**src/rtl/cvita_pkg.sv**
```systemverilog
// Shared CVITA/CHDR definitions: header field positions, packet types, header sizes
// and the framer state encoding.
package cvita_pkg;

   localparam int HAS_TIME_BIT = 125;
   localparam int EOB_BIT      = 124;
   localparam int LEN_MSB      = 111;
   localparam int LEN_LSB      = 96;
   localparam int PKT_TYPE_MSB = 127;
   localparam int PKT_TYPE_LSB = 126;

   localparam logic [1:0] PKT_TYPE_DATA = 2'b00;
   localparam logic [1:0] PKT_TYPE_FC   = 2'b01;
   localparam logic [1:0] PKT_TYPE_CMD  = 2'b10;
   localparam logic [1:0] PKT_TYPE_RESP = 2'b11;

   // Header bytes counted by the length field, in the 17-bit width used for length maths.
   localparam logic [16:0] H_NOTIME = 17'd8;
   localparam logic [16:0] H_TIME   = 17'd16;

   typedef enum logic [1:0] {
      ST_HDR  = 2'd0,
      ST_TIME = 2'd1,
      ST_BODY = 2'd2
   } state_t;

endpackage

```
**src/rtl/cvita_payload_beats.sv**
```systemverilog
// Converts a CVITA length field into the number of 64-bit payload beats it implies,
// flagging lengths too short to cover the header itself.
module cvita_payload_beats
   import cvita_pkg::*;
(
   input  logic [15:0] length,
   input  logic        has_time,
   output logic [13:0] exp_beats,
   output logic        len_short
);

   logic [16:0] hdr_bytes;
   logic [16:0] body_bytes;

   always_comb begin
      hdr_bytes  = has_time ? H_TIME : H_NOTIME;
      len_short  = ({1'b0, length} < hdr_bytes);
      body_bytes = {1'b0, length} - hdr_bytes;
      // Round partial trailing beats up; a short length means no payload at all.
      exp_beats  = len_short ? 14'd0 : 14'((body_bytes + 17'd7) >> 3);
   end

endmodule

```
**src/rtl/cvita_hdr_framer.sv**
```systemverilog
// Serialises a CVITA header (optionally followed by its VITA time word) and an
// AXI-Stream payload into a single 64-bit CHDR stream, checking the length field.
module cvita_hdr_framer
   import cvita_pkg::*;
#(
   parameter bit LEN_CHECK = 1'b1
) (
   input  logic          clk,
   input  logic          reset,
   input  logic [127:0]  i_hdr,
   input  logic          i_hdr_tvalid,
   output logic          i_hdr_tready,
   input  logic [63:0]   i_tdata,
   input  logic          i_tlast,
   input  logic          i_tvalid,
   output logic          i_tready,
   output logic [63:0]   o_tdata,
   output logic          o_tlast,
   output logic          o_tvalid,
   input  logic          o_tready,
   output logic          o_len_err,
   output state_t        dbg_state
);

   // Handshakes: a word moves when valid && ready on a rising edge; a source holds
   // valid and data until that happens, and ready may depend combinationally on valid.
   state_t      state_q, state_d;
   logic [63:0] time_q;
   logic [13:0] exp_q;
   logic [13:0] hdr_exp;
   logic        hdr_short;
   logic        hdr_has_time;
   logic        out_hs, hdr_hs, body_hs, last_hs;

   assign hdr_has_time = i_hdr[HAS_TIME_BIT];
   assign dbg_state    = state_q;

   cvita_payload_beats u_beats (
      .length    (i_hdr[LEN_MSB:LEN_LSB]),
      .has_time  (hdr_has_time),
      .exp_beats (hdr_exp),
      .len_short (hdr_short)
   );

   assign out_hs  = o_tvalid && o_tready;
   assign hdr_hs  = out_hs && (state_q == ST_HDR);
   assign body_hs = out_hs && (state_q == ST_BODY);
   assign last_hs = body_hs && i_tlast;

   always_ff @(posedge clk or posedge reset) begin
      if (reset) begin
         state_q <= ST_HDR;
         time_q  <= '0;
         exp_q   <= '0;
      end else begin
         state_q <= state_d;
         if (hdr_hs) begin
            time_q <= i_hdr[63:0];
            exp_q  <= hdr_exp;
         end
      end
   end

   always_comb begin
      state_d = state_q;
      case (state_q)
         ST_HDR: begin
            if (out_hs) begin
               if (hdr_has_time)        state_d = ST_TIME;
               else if (hdr_exp != '0)  state_d = ST_BODY;
               else                     state_d = ST_HDR;
            end
         end
         ST_TIME: begin
            if (out_hs) state_d = (exp_q != '0) ? ST_BODY : ST_HDR;
         end
         ST_BODY: begin
            if (last_hs) state_d = ST_HDR;
         end
         default: state_d = ST_HDR;
      endcase
   end

   always_comb begin
      o_tdata      = '0;
      o_tvalid     = 1'b0;
      o_tlast      = 1'b0;
      i_hdr_tready = 1'b0;
      i_tready     = 1'b0;
      case (state_q)
         ST_HDR: begin
            o_tdata      = i_hdr[127:64];
            o_tvalid     = i_hdr_tvalid;
            i_hdr_tready = o_tready;
            o_tlast      = !hdr_has_time && (hdr_exp == '0);
         end
         ST_TIME: begin
            o_tdata  = time_q;
            o_tvalid = 1'b1;
            o_tlast  = (exp_q == '0);
         end
         ST_BODY: begin
            o_tdata  = i_tdata;
            o_tvalid = i_tvalid;
            i_tready = o_tready;
            o_tlast  = i_tlast;
         end
         default: ;
      endcase
      if (reset) begin
         o_tvalid     = 1'b0;
         i_hdr_tready = 1'b0;
         i_tready     = 1'b0;
      end
   end

   if (LEN_CHECK) begin : g_len_check
      logic [13:0] beat_q;
      logic [13:0] beat_inc;
      logic        len_err_q;

      assign beat_inc  = (beat_q == 14'h3FFF) ? beat_q : beat_q + 14'd1;
      assign o_len_err = len_err_q;

      always_ff @(posedge clk or posedge reset) begin
         if (reset) begin
            beat_q    <= '0;
            len_err_q <= 1'b0;
         end else begin
            if (last_hs)      beat_q <= '0;
            else if (body_hs) beat_q <= beat_inc;
            len_err_q <= (hdr_hs && hdr_short) || (last_hs && (beat_inc != exp_q));
         end
      end
   end else begin : g_no_len_check
      assign o_len_err = 1'b0;
   end

endmodule

```
**config.mk**
```make
export PLATFORM = sky130hd
export DESIGN_NAME = cvita_hdr_framer
export DESIGN_NICKNAME = d
export VERILOG_FILES = /design/src/rtl/cvita_pkg.sv /design/src/rtl/cvita_payload_beats.sv /design/src/rtl/cvita_hdr_framer.sv
export SDC_FILE = /design/constraint.sdc
export NUM_CORES = 1
export LEC_CHECK = 0
export CAP_MARGIN = 30
export CORE_MARGIN = 2
export CORE_UTILIZATION = 25
export DETAILED_ROUTE_END_ITERATION = 8
export DONT_BUFFER_PORTS = 1
export SLEW_MARGIN = 20
export SYNTH_ARGS = -nofsm -noshare
export SYNTH_HDL_FRONTEND = slang
export SYNTH_SLANG_ARGS = --single-unit
```
**constraint.sdc**
```tcl
create_clock -name clk -period 4.3 [get_ports clk]
set_clock_uncertainty 0.15 [all_clocks]
set_input_delay 0.86 -clock clk [delete_from_list [all_inputs] [get_ports clk]]
set_output_delay 0.86 -clock clk [all_outputs]
set_load 0.03 [all_outputs]
```
==> impl_metrics.csv, run 1 <==
group,metric,value,unit
run_status,status,"finished, violations left",
run_status,violations,"negative setup slack",
global_route,antenna_found_initial,3,
route,drcViolationCount,0,
setup_path,cp-end-kind,"primary output",
timing,setup_violations,1,
synthesis,synth_edf_count,0,
route,routedWlPerCell,17.9,um
synthesis,avgSynthCellArea,9.17,um2
route,drtIter0Drc,245,
synthesis,synth_cell_type_count,57,
final_layout,multi_input_area,4110,um2
setup_path,worst-path-max-fanout,5,
global_route,grtUsageMet2,24.7,%
setup_path,crit_buf_inv,2,
pwr,power.internal,2670,uW
global_route,grt.busiest_layer,"met2",
setup_path,r2r_end,"g_len_check.beat_q[0]",
die,die_area,27800,um2
die,fp-row-count,59,
setup_path,crit_type,"primary input to primary output",
route,viasPerCell,4.93,
global_route,grt_overflow,0,
pwr,seqPwrFrac,34.1,%
timing,min_period,4.33,ns
pwr,p_per_area,619,nW/um2
clocking,clkTransAtPathRegs,0.06,ns
final_layout,final_cell_mix,"nand2_1 (100), dfrtp_1 (93), o21ai_0 (81)",
global_route,grt_pass1_wl,30300,um
global_route,grt_usage,13.8,%
timing,drv_slew,0,
route,ant_nets,0,
global_route,met3_usage,4.02,%
synthesis,syn-cell-area,6620,um2
synthesis,netlist.area_leader.share,35.9,%
final_layout,final_common_cell,"nand2_1",
clocking,clock_sinks,95,
min_path,hold_end,"time_q[58]",
pwr,clock_power_share,17.9,%
route,via_count,5367,
clocking,htreeDepth,3,
min_path,hold_start,"time_q[58]",
pwr,max-vdd-ir-drop,0.298,mV
place,dp_hpwl,15200,um
clocking,cts_buffers,9,
setup_path,rr_worst_depth,7,
synthesis,ys_ff_latch,95,
setup_path,crit_arrival,3.32,ns
route,drt-pass1-iter-count,5,
clocking,cts_tree,"yes",
timing,tns,-0.0301,ns
setup_path,reg2reg_from,"dbg_state[1]",
die,die_w,167,um
synthesis,synth_nets,944,
synthesis,synthFlopType,"dfrtp_1",
synthesis,yosysSeqAreaShare,35.9,%
final_layout,fin_nets,969,
pwr,switchingPower,2140,uW
clocking,clock_path_buffers,2,
timing,worst_slack,-0.0301,ns
setup_path,critical_path_required,3.29,ns
synthesis,ys_async_sr_fraction,100,%
final_layout,final_layout_size_suffix_gt1_share,22.6,%
clocking,cts-root-buf,"clkbuf_16",
final_layout,syn_to_final_growth,17.1,%
global_route,use_met1,15.7,%
die,ios,269,
final_layout,final-seq-area,2380,um2
timing,hold_viol_final,0,
timing,fmax,231,MHz
flow_run,maxCapViolations,0,
pwr,combinationalPowerShare,47.9,%
pwr,swShare,44.5,%
pwr,leakage,0.00322,uW
setup_path,cp_top_family,"compound AO/OA/AOI/OAI gates",
setup_path,critPathSlowestCell,"fa_1",
timing,worst_pin_slew,0.979,ns
clocking,cts_hold_buf,0,
final_layout,fillers,2775,
die,die_y,167,um
setup_path,cpPeakStageDelay,0.49,ns
timing,rsz0062_at_grt,"true",
setup_path,path_cells,"inv_4, ha_4, fa_1, o21bai_4, a211oi_2, buf_4, a31oi_4, mux2_4, o211a_1, nor4b_4, and4_4, a21bo_4",
route,wirelength,19500,um
synthesis,synth_area_leader_cell,"dfrtp_1",
clocking,insertion_delay,0.35,ns
pwr,p_total,4800,uW
die,core,26100,um2
global_route,grt_pass1_vias,5589,
global_route,grt_max_degree,57,
synthesis,netlist_instances,722,
setup_path,cp-start-kind,"primary input",
place,place.gp.congestion,0.830,
synthesis,synthTopCellsByArea,"dfrtp_1 (36%), mux2_2 (11%), mux2i_1 (9.8%)",
synthesis,yosysWarnings,0,
min_path,hold_class,"register to register",
die,initial_core_util,25.4,%
timing,relSlewSlack,34.1,%
setup_path,rrSetupSlack,1.11,ns
timing,period_share,101,%
timing,hold_ws,0.358,ns
place,port_buffers,0,
place,pre_cts_ws,-0.240,ns
min_path,worstHoldPathCells,1,
synth_stat cells, types with 3 or more instances:
cell type and n:
a31oi_1 7, dfrtp_1 95, and2_1 3, nor2_1 42, nor4_1 6, nand3_1 7
nand2b_1 14, or3_1 3, xor2_1 9, and4_4 3, ha_1 23, nand2_1 101
inv_1 24, nor3_1 7, a21o_1 4, mux2i_1 65, o22ai_1 10, o31ai_1 7
buf_1 9, nor2b_1 5, o21ai_0 81, a21oi_1 25, o21a_1 3, nand4_1 4
mux2_2 66, and3_1 6, clkbuf_1 30, xnor2_1 28
cells by family (layout without fill, tap and decap cells):
| kind of cell | count (synthesis) | after routing | share of synthesized area, % |
|---|---|---|---|
| compound gates | 158 | 158 | 14.5 |
| mux | 132 | 132 | 21.3 |
| fa+ha+maj | 24 | 24 | 4.65 |
| simple gates | 210 | 210 | 15.0 |
| buf+inv | 66 | 96 | 3.87 |
| other cells | 0 | 2 | 0 |
| flops | 95 | 95 | 35.9 |
| xor+xnor | 37 | 37 | 4.89 |
power groups by stage:
| stage | combinational, uW | clock [uW] | sequential (uW) |
|---|---|---|---|
| detailed placement | 2290 | 0 | 1650 |
| floorplan | 1940 | 0 | 1470 |
| global route | 2490 | 935 | 1700 |
| global placement | 2260 | 0 | 1640 |
| finish | 2300 | 862 | 1640 |
| CTS | 2310 | 899 | 1640 |
layer usage:
| metal | up-vias | wire, um |
|---|---|---|
| met4 | 2 | 551 |
| met3 | 32 | 1190 |
| met1 | 2540 | 7760 |
| met2 | 190 | 9980 |
| li1 | 2603 | - |
| met5 | - | 13 |
flip-flops by register name, summed over array words and instances, names as in the netlist:
name / count
o_len_err: 1
time_q: 64
exp_q: 14
dbg_state: 2
g_len_check.beat_q: 14
through the flow:
| step | area (um2) | std cells | util [%] |
|---|---|---|---|
| 2_1_floorplan | 6660 | 722 | - |
| 3_3_place_gp | 7290 | 1062 | 28.0 |
| 3_5_place_dp | 7290 | 1062 | 28.0 |
| 4_1_cts | 7700 | 1082 | 29.5 |
| 5_1_grt | 7750 | 1088 | 29.8 |
| 6_report | 7760 | 1089 | 29.8 |
worst max-delay path by stage:
stage / from / end / slack [ns] / depth (start not counted)
floorplan: reset / exp_q[11] / 0.007 / 7
global placement: i_hdr[99] / o_tlast / -0.12 / 12
detailed placement: i_hdr[99] / o_tlast / -0.24 / 12
CTS: i_hdr[125] / o_tlast / 0.001 / 11
global route: i_hdr[125] / o_tlast / -0.11 / 12
finish: i_hdr[125] / o_tlast / -0.03 / 12
worst reg2reg max path: stages (launching register included):
cell	delay, ns
dfrtp_4	0.92
nor2b_1	0.45
a21oi_1	0.26
nor2_1	0.27
nand2_1	0.33
nor2_1	0.48
nand2_1	0.10
o21ai_0	0.15
repair_timing:
action | 4_1_cts | 5_1_grt
buffers inserted | 4 | 5
hold endpoints to repair | 0 | 0
setup endpoints to repair | 1 | 1
gates cloned | 0 | 0
gates resized for setup | 15 | 2
pin swaps | 15 | 5
layout make-up:
class                      instances  share of cell area [%]
antenna                            2                  0.0645
multi-input combinational        561                    53.0
tap                              335                    5.40
sequential                        95                    30.7
timing repair buffer              55                    5.48
clock inverter                     7                    1.08
clock buffer                       9                    2.90
inverter                          25                    1.32
Power figures use the tool's default switching activity.
==> run 2, diff against run 1 <==
--- a/config.mk
+++ b/config.mk
@@ -6,11 +6,9 @@
 export NUM_CORES = 1
 export LEC_CHECK = 0
 export CAP_MARGIN = 30
-export CORE_MARGIN = 2
 export CORE_UTILIZATION = 25
 export DETAILED_ROUTE_END_ITERATION = 8
 export DONT_BUFFER_PORTS = 1
-export SLEW_MARGIN = 20
 export SYNTH_ARGS = -nofsm -noshare
 export SYNTH_HDL_FRONTEND = slang
 export SYNTH_SLANG_ARGS = --single-unit
==> run 2 against run 1 <==
Net effect: the run now ends clean; power down 1.2%; non-clock buffer count decreased by 22; die area is 2.4% lower; routed wire length shrank 3.2%; fmax grew 0.78%; sequential power is essentially flat; clock power is 6.0% higher; utilization fell by 0.52 points; combinational power shrank 3%; global-route usage barely moved; count of clock-buffer cells in the layout is 1 higher; sequential cell count stayed put; largest cell class unchanged; highest routed layer unchanged.
==> impl_metrics.csv, run 2 (same netlist as run 1, synthesis figures left out) <==
group,metric,value,unit
route,drcViolationCount,0,
final_layout,design_area,7620,um2
final_layout,largest_register_ffs,64,
pwr,p_total,4750,uW
timing,drv_slew,0,
setup_path,crit_buf_inv,1,
setup_path,crit_arrival,3.29,ns
clocking,insertion_delay,0.35,ns
die,initial_core_util,25.4,%
clocking,clock_path_buffers,2,
timing,min_period,4.30,ns
global_route,grt_pass1_wl,28400,um
global_route,met3_usage,3.42,%
pwr,leakage,0.00312,uW
clocking,clock_sinks,95,
route,routedWlPerCell,17.7,um
global_route,grt_max_degree,52,
final_layout,fin_nets,947,
timing,worst_pin_slew,1.01,ns
timing,rsz0062_at_grt,"true",
timing,setup_violations,0,
route,drtIter0Drc,241,
timing,hold_ws,0.355,ns
timing,hold_viol_final,0,
place,dp_hpwl,14600,um
setup_path,path_cells,"inv_2, ha_4, fa_1, o21bai_4, a211oi_2, a21o_1, a21oi_2, xnor2_2, a21oi_2, nor4b_4, and4_4, a21bo_4",
global_route,use_met1,16.4,%
setup_path,crit_top_cell,"a21oi_2",
global_route,grt_pass1_vias,5087,
flow_run,maxCapViolations,0,
final_layout,regMostFlops,"time_q",
pwr,clock_power_share,19.3,%
setup_path,crit_type,"primary input to primary output",
timing,period_share,99.9,%
clocking,cts-root-buf,"clkbuf_16",
global_route,grt_usage,13.8,%
global_route,grtUsageMet2,24.2,%
setup_path,path_depth,12,
global_route,antenna_found_initial,3,
final_layout,fillers,2756,
timing,tns,0,ns
clocking,clkTransAtPathRegs,0.06,ns
run_status,status,"finished clean",
clocking,cts_buffers,9,
die,ios,269,
setup_path,cpPeakStageDelay,0.48,ns
place,dpl-instance-area,7180,um2
pwr,seqPwrFrac,34.0,%
global_route,grt.busiest_layer,"met2",
die,die_area,27100,um2
die,die_w,165,um
route,ant_nets,0,
clocking,cts_tree,"yes",
final_layout,final_cell_mix,"nand2_1 (100), dfrtp_1 (93), o21ai_0 (81)",
pwr,power.internal,2640,uW
setup_path,worst-path-max-fanout,5,
timing,relSlewSlack,31.7,%
route,viasPerCell,5.02,
route,wirelength,18900,um
place,port_buffers,0,
route,via_count,5351,
die,die_y,165,um
final_layout,top_regs,"time_q x64, exp_q x14, g_len_check.beat_q x14",
setup_path,cp_top_family,"compound AO/OA/AOI/OAI gates",
min_path,hold_class,"register to register",
pwr,combinationalPowerShare,46.8,%
global_route,grt_overflow,0,
die,core,26100,um2
final_layout,final_layout_size_suffix_gt1_share,20.4,%
place,place.gp.congestion,0.844,
pwr,max-vdd-ir-drop,0.292,mV
route,drt-pass1-iter-count,5,
pwr,p_per_area,623,nW/um2
clocking,htreeDepth,3,
pwr,swShare,44.5,%
setup_path,cp-end-kind,"primary output",
timing,fmax,233,MHz
setup_path,rr_worst_depth,7,
final_layout,syn_to_final_growth,15.1,%
pwr,switchingPower,2110,uW
setup_path,cp-start-kind,"primary input",
setup_path,critical_path_required,3.29,ns
setup_path,critPathSlowestCell,"fa_1",
final_layout,final_util,29.2,%
min_path,worstHoldPathCells,1,
final_layout,final_common_cell,"nand2_1",
die,fp-row-count,59,
-- run 2: cell types whose count changed in the layout (fill, tap and decap cells not counted), moves of 2 or more --
| cell | previous run | this run |
|---|---|---|
| buf_2 | 0 | 2 |
| buf_4 | 54 | 29 |
| inv_2 | 1 | 3 |
| inv_6 | 3 | 1 |
-- run 2: path summary, 6_finish.rpt --
check / from / end / slack, ns
worst min register to register: time_q[38] / time_q[38] / 0.35
worst max register to register: dbg_state[1] / g_len_check.beat_q[0] / 1.18
min in group asynchronous: reset / dbg_state[1] / 0.42
worst min-delay path: time_q[38] / time_q[38] / 0.35
worst max-delay path: i_hdr[125] / o_tlast / 0.003
max in group asynchronous: reset / time_q[16] / 2.47
-- run 2: what timing repair did --
action                     CTS  global route
pin swaps                   13             8
setup endpoints to repair    1             1
hold buffers                 0             0
hold endpoints to repair     0             0
gates resized for setup     13             5
setup buffers                2             2
-- run 2: stage by stage --
| stage | instances | worst slack [ns] |
|---|---|---|
| CTS | 1063 | -0.0101 |
| finish | 1066 | 0.00338 |
| global route | 1066 | -0.148 |
| global placement | 1042 | -0.114 |
| floorplan | 722 | 0.00706 |
| detailed placement | 1045 | -0.177 |
-- run 2: metal layers --
layer	share of wire, %	routed length [um]
met5	0.14	26
met4	2.3	428
met3	4.9	928
met2	51	9670
met1	41	7810
-- run 2: area by class of cell --
| class | instances | area, um2 | area share [%] |
|---|---|---|---|
| multi-input cells | 561 | 4120 | 54.1 |
| flip-flops and latches | 95 | 2380 | 31.3 |
| well taps | 335 | 419 | 5.50 |
| repair buffers | 33 | 268 | 3.51 |
| clock buffers | 10 | 229 | 3.00 |
| inverters | 25 | 100 | 1.31 |
| clock inverters | 6 | 98.8 | 1.30 |
| diodes | 1 | 2.50 | 0.0328 |
-- run 2: worst reg2reg max path, delay by kind of cell, from the launching register on --
| kind | cells | cell delay, ns |
|---|---|---|
| compound gates | 2 | 0.40 |
| simple gates | 5 | 1.64 |
| flops | 1 | 0.83 |
-- run 2: power groups by stage --
stage	Clock, uW	Combinational, uW	Sequential (uW)
2_1_floorplan	0	1940	1470
3_3_place_gp	0	2160	1620
3_5_place_dp	0	2210	1630
4_1_cts	946	2230	1610
5_1_grt	973	2390	1680
6_report	914	2220	1610
==> run 3, diff against run 2 <==
--- a/config.mk
+++ b/config.mk
@@ -6,9 +6,10 @@
 export NUM_CORES = 1
 export LEC_CHECK = 0
 export CAP_MARGIN = 30
-export CORE_UTILIZATION = 25
+export CORE_UTILIZATION = 55
 export DETAILED_ROUTE_END_ITERATION = 8
 export DONT_BUFFER_PORTS = 1
+export PLACE_DENSITY = 0.73
 export SYNTH_ARGS = -nofsm -noshare
 export SYNTH_HDL_FRONTEND = slang
 export SYNTH_SLANG_ARGS = --single-unit
==> run 3 against run 2 <==
Net effect: power is 2.6% higher; die area shrank 54%; combinational power increased by 8%; clock power decreased by 9.5%; sequential cell count unchanged; fmax hardly changed; sequential share of layout area up 0.26 points; register-to-register slack worse by 0.13 ns; cell count down 15%; hold slack worse by 0.13 ns; first-iteration DRC count grew 120%; non-clock buffer count increased by 30.
==> impl_metrics.csv, run 3 (same netlist as run 1, synthesis figures left out) <==
group,metric,value,unit
run_status,status,"finished clean",
setup_path,cp-start-kind,"primary input",
die,ios,269,
final_layout,largest_register_ffs,64,
clocking,clock_sinks,95,
timing,hold_ws,0.222,ns
global_route,grt_pass1_wl,30200,um
timing,tns,0,ns
pwr,max-vdd-ir-drop,0.478,mV
setup_path,crit_type,"primary input to primary output",
route,wirelength,19300,um
final_layout,final_layout_size_suffix_gt1_share,23.7,%
timing,worst_pin_slew,1.05,ns
global_route,grt_pass1_vias,5761,
setup_path,cpPeakStageDelay,0.34,ns
timing,setup_violations,0,
setup_path,path_cells,"inv_4, ha_4, inv_2, ha_4, and4b_1, a211oi_4, o22ai_4, a221oi_2, o21a_1, nor3_4, nor4b_4, and4_4, a21bo_4",
timing,fmax,233,MHz
final_layout,fin_nets,977,
final_layout,final_common_cell,"nand2_1",
route,drt-pass1-iter-count,5,
setup_path,cp-end-kind,"primary output",
clocking,cts_tree,"yes",
setup_path,critPathLaunch,"i_hdr[125]",
setup_path,critical_path_required,3.29,ns
place,port_buffers,0,
timing,hold_viol_final,0,
pwr,p_per_area,644,nW/um2
clocking,cts_buffers,9,
min_path,hold_class,"primary input to asynchronous set/reset pin",
clocking,insertion_delay,0.35,ns
setup_path,cp_top_family,"compound AO/OA/AOI/OAI gates",
global_route,grt_usage,31.2,%
final_layout,top_regs,"time_q x64, exp_q x14, g_len_check.beat_q x14",
pwr,leakage,0.00325,uW
die,die_y,112,um
place,dp_cells,878,
timing,min_period,4.29,ns
final_layout,syn_to_final_growth,14.1,%
global_route,grt_overflow,0,
setup_path,crit_arrival,3.28,ns
die,die_w,112,um
route,viasPerCell,6.35,
timing,period_share,99.8,%
setup_path,critPathSlowestCell,"a221oi_2",
final_layout,antenna_cells,0,
setup_path,crit_top_cell,"ha_4",
route,drtIter0Drc,531,
die,initial_core_util,57.3,%
route,routedWlPerCell,21.3,um
setup_path,worst-path-max-fanout,5,
final_layout,final_cells,903,
clocking,htreeDepth,3,
timing,rsz0062_at_grt,"true",
die,fp-row-count,39,
timing,relSlewSlack,29.1,%
flow_run,maxCapViolations,0,
die,core,11600,um2
timing,drv_slew,0,
route,ant_nets,0,
place,place.gp.congestion,0.921,
final_layout,regMostFlops,"time_q",
place,dp_hpwl,15000,um
global_route,antenna_found_initial,0,
clocking,clock_path_buffers,2,
setup_path,reg2reg_from,"dbg_state[0]",
clocking,cts_hold_buf,0,
setup_path,crit_buf_inv,2,
final_layout,final_util,65.3,%
die,die_area,12500,um2
global_route,grt_max_degree,79,
clocking,clkTransAtPathRegs,0.07,ns
route,via_count,5736,
route,drcViolationCount,0,
final_layout,final_cell_mix,"nand2_1 (100), dfrtp_1 (93), o21ai_0 (81)",
clocking,cts-root-buf,"clkbuf_16",
## run 3: cell count changes in the layout (fill, tap and decap cells not counted), moves of 2 or more
cell,change
buf_12,-2
inv_8,-2
buf_2,+10
buf_4,+21
clkinv_4,+4
## run 3: where the power goes
group	switching (uW)	internal (uW)
sequential	362	1280
combinational	1450	943
clock	357	470
## run 3: layout make-up
class	count	area, um2
Tap cell	143	179
Fill cell	950	4010
Sequential cell	95	2380
Timing Repair Buffer	63	463
Clock buffer	10	239
Clock inverter	6	70.1
Inverter	25	103
Multi-Input combinational cell	561	4120
## run 3: routing by layer
layer | GRT usage (%) | wire length, um
met5 | 0 | 0
met4 | 19.1 | 1020
met3 | 7.40 | 1220
met2 | 52.4 | 9770
met1 | 36.1 | 7270
## run 3: final timing paths
| path | to | slack, ns | cells after the start |
|---|---|---|---|
| max | o_tlast | 0.007 | 13 |
| min | time_q[50] | 0.22 | 1 |
| max reg2reg | g_len_check.beat_q[3] | 1.05 | 9 |
| min reg2reg | time_q[29] | 0.36 | 1 |
| max in group asynchronous | time_q[31] | 2.78 | 3 |
| min in group clk | time_q[29] | 0.36 | 1 |
## run 3: repair_timing
item                       CTS  global route
setup endpoints to repair    1             1
hold endpoints to repair     0             0
resized for setup           15             5
gates cloned                 0             0
buffers inserted             8             0
pin swaps                   15             9
## run 3: stage by stage
stage,area (um2),total power (uW),setup slack [ns]
floorplan,6660,3410,0.00706
global placement,7010,3870,-0.0346
detailed placement,7070,4000,-0.132
CTS,7500,4860,0.00206
global route,7560,5100,-0.0922
finish,7560,4870,0.00721
